### src/rtl/command_executor.sv
// Executes decoded command frames as single-beat register-bus reads/writes
// and answers each accepted frame with a status byte, plus the read word on a successful read.
module command_executor #(
    parameter int unsigned TIMEOUT_CYCLES = 1000,
    parameter logic [7:0]  CMD_READ       = 8'h01,
    parameter logic [7:0]  CMD_WRITE      = 8'h02,
    parameter logic [7:0]  CMD_PING       = 8'h03
) (
    input  logic        clock,
    input  logic        reset_n,
    input  logic        i_valid,
    input  logic [7:0]  i_command,
    input  logic [14:0] i_address,
    input  logic [31:0] i_data,
    input  logic [1:0]  i_error,
    output logic [14:0] o_bus_addr,
    output logic [31:0] o_bus_wdata,
    output logic        o_bus_we,
    output logic        o_bus_re,
    input  logic [31:0] i_bus_rdata,
    input  logic        i_bus_ack,
    output logic        o_tx_enable,
    output logic        o_tx_mode_select,
    output logic [7:0]  o_tx_byte,
    output logic [31:0] o_tx_word,
    input  logic        i_tx_done,
    output logic        o_busy,
    output logic [7:0]  o_drop_count
);

    localparam int unsigned     TW    = $clog2(TIMEOUT_CYCLES + 1);
    localparam logic [TW-1:0]   TLAST = TW'(TIMEOUT_CYCLES - 1);

    localparam logic [7:0] ST_OK      = 8'hA0;
    localparam logic [7:0] ST_BAD     = 8'hE1;
    localparam logic [7:0] ST_UNKNOWN = 8'hE2;
    localparam logic [7:0] ST_TIMEOUT = 8'hE3;

    typedef enum logic [2:0] {
        IDLE,
        BUS,
        SEND_STAT,
        GAP,
        SEND_DATA
    } state_t;

    state_t        r_state;
    logic [14:0]   r_addr;
    logic [31:0]   r_wdata;
    logic          r_is_read;
    logic [7:0]    r_status;
    logic [31:0]   r_rdata;
    logic          r_read_ok;
    logic [TW-1:0] r_timer;
    logic [7:0]    r_drop_count;

    state_t        w_next_state;
    logic [7:0]    w_next_status;
    logic [TW-1:0] w_next_timer;
    logic          w_next_read_ok;
    logic          w_latch;
    logic          w_capture;
    logic          w_drop;

    always_comb begin
        w_next_state   = r_state;
        w_next_status  = r_status;
        w_next_timer   = '0;
        w_next_read_ok = r_read_ok;
        w_latch        = 1'b0;
        w_capture      = 1'b0;
        unique case (r_state)
            IDLE: begin
                if (i_valid) begin
                    w_latch        = 1'b1;
                    w_next_read_ok = 1'b0;
                    // Decoder errors win over whatever the command byte says.
                    if (i_error != 2'b00) begin
                        w_next_status = ST_BAD;
                        w_next_state  = SEND_STAT;
                    end else if (i_command == CMD_READ || i_command == CMD_WRITE) begin
                        w_next_state  = BUS;
                    end else if (i_command == CMD_PING) begin
                        w_next_status = ST_OK;
                        w_next_state  = SEND_STAT;
                    end else begin
                        w_next_status = ST_UNKNOWN;
                        w_next_state  = SEND_STAT;
                    end
                end
            end
            BUS: begin
                if (i_bus_ack) begin
                    w_next_status  = ST_OK;
                    w_next_read_ok = r_is_read;
                    w_capture      = r_is_read;
                    w_next_state   = SEND_STAT;
                end else if (r_timer == TLAST) begin
                    w_next_status  = ST_TIMEOUT;
                    w_next_state   = SEND_STAT;
                end else begin
                    w_next_timer   = r_timer + 1'b1;
                end
            end
            SEND_STAT: begin
                if (i_tx_done) begin
                    w_next_state = r_read_ok ? GAP : IDLE;
                end
            end
            GAP: begin
                w_next_state = SEND_DATA;
            end
            SEND_DATA: begin
                if (i_tx_done) begin
                    w_next_state = IDLE;
                end
            end
            default: begin
                w_next_state = IDLE;
            end
        endcase
    end

    // A frame arriving on the cycle the FSM returns to IDLE still sees a busy state.
    assign w_drop = i_valid && (r_state != IDLE) && (r_drop_count != 8'hFF);

    always_ff @(posedge clock or negedge reset_n) begin
        if (!reset_n) begin
            r_state      <= IDLE;
            r_addr       <= '0;
            r_wdata      <= '0;
            r_is_read    <= 1'b0;
            r_status     <= '0;
            r_rdata      <= '0;
            r_read_ok    <= 1'b0;
            r_timer      <= '0;
            r_drop_count <= '0;
        end else begin
            r_state   <= w_next_state;
            r_status  <= w_next_status;
            r_timer   <= w_next_timer;
            r_read_ok <= w_next_read_ok;
            if (w_latch) begin
                r_addr    <= i_address;
                r_wdata   <= i_data;
                r_is_read <= (i_command == CMD_READ);
            end
            if (w_capture) begin
                r_rdata <= i_bus_rdata;
            end
            if (w_drop) begin
                r_drop_count <= r_drop_count + 8'd1;
            end
        end
    end

    assign o_bus_addr       = r_addr;
    assign o_bus_wdata      = r_wdata;
    assign o_bus_we         = (r_state == BUS) && !r_is_read;
    assign o_bus_re         = (r_state == BUS) && r_is_read;
    assign o_tx_enable      = (r_state == SEND_STAT) || (r_state == SEND_DATA);
    assign o_tx_mode_select = (r_state == SEND_DATA);
    assign o_tx_byte        = r_status;
    assign o_tx_word        = r_rdata;
    assign o_busy           = (r_state != IDLE);
    assign o_drop_count     = r_drop_count;

endmodule

### config.mk
export PLATFORM = sky130hd
export DESIGN_NAME = command_executor
export DESIGN_NICKNAME = d
export VERILOG_FILES = /design/src/rtl/command_executor.sv
export SDC_FILE = /design/constraint.sdc
export NUM_CORES = 1
export LEC_CHECK = 0
export ABC_CLOCK_PERIOD_IN_PS = 3400
export BUFFER_PORTS_ARGS = -buffer_cell sky130_fd_sc_hd__clkbuf_2
export CAP_MARGIN = 5
export CORE_UTILIZATION = 51
export DETAILED_ROUTE_END_ITERATION = 8
export PLACE_DENSITY = 0.86
export SLEW_MARGIN = 20
export SYNTH_ARGS = -nofsm -noshare
export SYNTH_HDL_FRONTEND = slang
export SYNTH_SLANG_ARGS = --single-unit
### constraint.sdc
create_clock -name clock -period 3.4 [get_ports clock]
set_input_delay 0.68 -clock clock [delete_from_list [all_inputs] [get_ports clock]]
set_output_delay 0.68 -clock clock [all_outputs]
set_load 0.02 [all_outputs]
==> impl_metrics.toml <==
[sta]
rsz0062_at_grt = "false"
setup_viol = 0
relSlewSlack_pct = 39.00
fin_skew_ns = 0.01699
tns_ns = 0
fin_crit_sh_pct = 67.31
slew_viol_final = 0
hold_violations = 0
timing.final.crit_period_ns = 2.288
fmax_mhz = 437.0
worstMarginPinSlew_ns = 0.9150
fin_ws_ns = 1.112

[synthesis]
synth-edff-count = 0
synthCells = 309
yosysWarnings = 0
yosysSeqAreaShare_pct = 61.25
netlist_area_um2 = 4330
async_reset_ff_share_pct = 100.0
yosys.area.top_type_share_pct = 61.25
synthTopCellsByArea = "dfrtp_1 61%, mux2_2 21%, nor2_1 1.6%, xnor2_1 1.6%, xor2_1 1.6%"
ys.flop_type = "dfrtp_1"
synth-seq-cells = 106
avgSynthCellArea_um2 = 14.01
synth_top_area_cell = "dfrtp_1"
ys_types = 44

[cts]
clockBufferDepth = 2
cts_resized = 0
cts_tree = "yes"
cts.clk_slew.worst_paths_ns = 0.11
cts_buffers = 9
hold_buffers = 0
clock_latency_ns = 0.36
cts_setup_buffers = 0
htreeDepth = 3
clkSinkCount = 106
root_buffer = "clkbuf_8"

[floorplan]
rows = 33
dieArea_um2 = 8863
initial_core_util_pct = 52.70
die-height_um = 94.15
core_area_um2 = 8217
pin_count = 194
chipWidth_um = 94.15

[worst_setup_path]
ff2ff_path_depth = 5
cp-startpoint = "r_state[1]"
worstReg2RegEnd = "o_tx_byte[6]"
r2r_slack_ns = 1.32
cp-start-kind = "flop"
cp-end-kind = "output port"
cp.required_ns = 2.72
critPathArrivalTime_ns = 1.61
cp_max_fo = 9
r2r-start = "r_timer[0]"
crit_type = "flop to output port"
critPathCapture = "o_bus_re"

[global_route]
grt_usage_pct = 21.03
grt_pass1_wl_um = 14320
grt_use_met3_pct = 5.097
grt_busiest_layer = "met2"
antenna_found_initial = 0
grt_max_degree = 76
grt_pass1_vias = 3169
grt_util_met2_pct = 35.45
gr-total-overflow = 0
grt_use_met1_pct = 25.42

[power_and_ir_drop]
vdd_drop_max_mv = 0.4227
swShare_pct = 33.59
cellLeakagePower_nw = 2.877
p_switching_mw = 1.071
comb_power_share_pct = 26.3
p_int_mw = 2.118
seqPwrFrac_pct = 49.8
clock_power_share_pct = 23.9
power_density_nw_per_um2 = 572.7

[placement]
pre_cts_slack_ns = 1.080
port_buffers = 190
gp_congestion = 0.8422
placed_cells = 596
post-dp-hpwl_um = 6825

[finish]
syn2layout_area_growth_pct = 28.60
fillers = 645
final_nets = 598
instances_no_fill = 612
regArea_um2 = 2653
diodes = 0
drive_gt1_share_pct = 59.17
multi_input_area_um2 = 1587

[route]
totalWireLength_um = 9015
drt.antenna.violating_nets = 0
via_count = 3134
drt_iter0_drc = 168
avgViaCountPerCell = 5.121
firstDrtPassIters = 4
drc = 0
wl_per_cell_um = 14.73

[min_path]
hold_path_class = "primary input to async pin"

[run]
maxCapViolCount = 0

[run_status]
outcome = "completed"
-- flip-flops by register name, indices dropped and copies added (netlist names) --
signal / flops
r_timer: 10
r_is_read: 1
r_state: 3
o_tx_byte: 4
o_bus_addr: 15
o_drop_count: 8
o_bus_wdata: 32
o_tx_word: 32
r_read_ok: 1
-- power by group through the flow --
stage	clock network [mW]	registers, mW	logic, mW
6_report	0.763	1.59	0.840
5_1_grt	0.823	1.62	0.898
4_1_cts	0.774	1.59	0.849
3_5_place_dp	0	1.61	0.846
3_3_place_gp	0	1.60	0.824
2_1_floorplan	0	1.84	0.266
-- worst max-delay path, stage by stage, from the launching register on --
cell,delay [ns]
dfrtp_1,0.48
or3b_1,0.44
nor2_2,0.14
clkbuf_2,0.19
-- worst min path at each step --
stage	start	end	cells after the start
final	reset_n	o_tx_word[13]	1
after global routing	i_bus_rdata[10]	o_tx_word[10]	2
after CTS	reset_n	o_tx_word[18]	1
after detailed placement	o_tx_byte[0]	o_tx_byte[0]	1
after global placement	r_timer[0]	r_timer[0]	1
after floorplan	reset_n	o_bus_addr[0]	0
-- cell usage after synthesis, types with 2 or more instances --
| cell | instances |
|---|---|
| mux2_2 | 80 |
| dfrtp_1 | 106 |
| nor2b_1 | 2 |
| nor2_1 | 19 |
| nor3_1 | 2 |
| and3_1 | 3 |
| nand3_1 | 7 |
| mux2_1 | 2 |
| nand2_1 | 11 |
| xor2_1 | 8 |
| xnor2_1 | 8 |
| nand4_1 | 2 |
| buf_2 | 8 |
| a21oi_1 | 3 |
| nand2b_1 | 2 |
| o31a_1 | 2 |
| buf_4 | 4 |
| inv_1 | 7 |
| and4_1 | 3 |
| o31ai_1 | 2 |
| or2_2 | 4 |
| ha_1 | 2 |
-- through the flow --
step	hold slack, ns	area [µm²]	power (mW)	util (%)
after floorplan	0.3844	4338	2.105	-
after global placement	0.4661	5373	2.420	65.39
after detailed placement	0.4794	5373	2.459	65.39
after CTS	0.4723	5569	3.212	67.78
after global routing	0.5249	5569	3.337	67.78
final	0.4286	5569	3.190	67.78
-- per-layer routing --
metal / vias to the layer above / wire length, µm / share of wire [%]
met4: 0 / 233 / 2.6
met5: - / 0 / 0
met3: 22 / 480 / 5.3
li1: 1460 / - / -
met2: 111 / 4665 / 52
met1: 1541 / 3635 / 40
-- logic make-up (layout without fill, tap and decap cells) --
group | Yosys count | after routing | synth area share (%)
other | 1 | 3 | 0.08660
adder cells (fa/ha/maj) | 2 | 2 | 0.5778
AND/OR/NAND/NOR | 64 | 64 | 7.773
XOR/XNOR | 16 | 16 | 3.236
multiplexers | 83 | 83 | 21.55
buffers and inverters | 20 | 216 | 2.312
AO/OA/AOI/OAI | 17 | 17 | 3.207
flip-flops | 106 | 106 | 61.25
-- placed cells by master, fill, tap and decap left out, types with 3 or more instances in the layout --
cell type  Yosys  final
a21oi_1        3      3
and4_1         3      3
buf_4          4      4
clkbuf_2       0    189
clkbuf_8       0     11
conb_1         1      3
dfrtp_1      106    106
inv_1          7      7
mux2_2        80     80
nand2_1       11     11
nand3_1        7      7
nor2_1        19     19
or2_2          4      4
xnor2_1        8      8
xor2_1         8      8
-- layout make-up --
type                    instances  area share, %
clock inverters                 5         0.8088
multi-input cells             185          28.49
repair buffers                193          17.52
flip-flops and latches        106          47.63
inverters                       7         0.4718
clock buffers                  11          2.718
well taps                     105          2.359
Note: power is estimated with default switching activity, not from simulation.
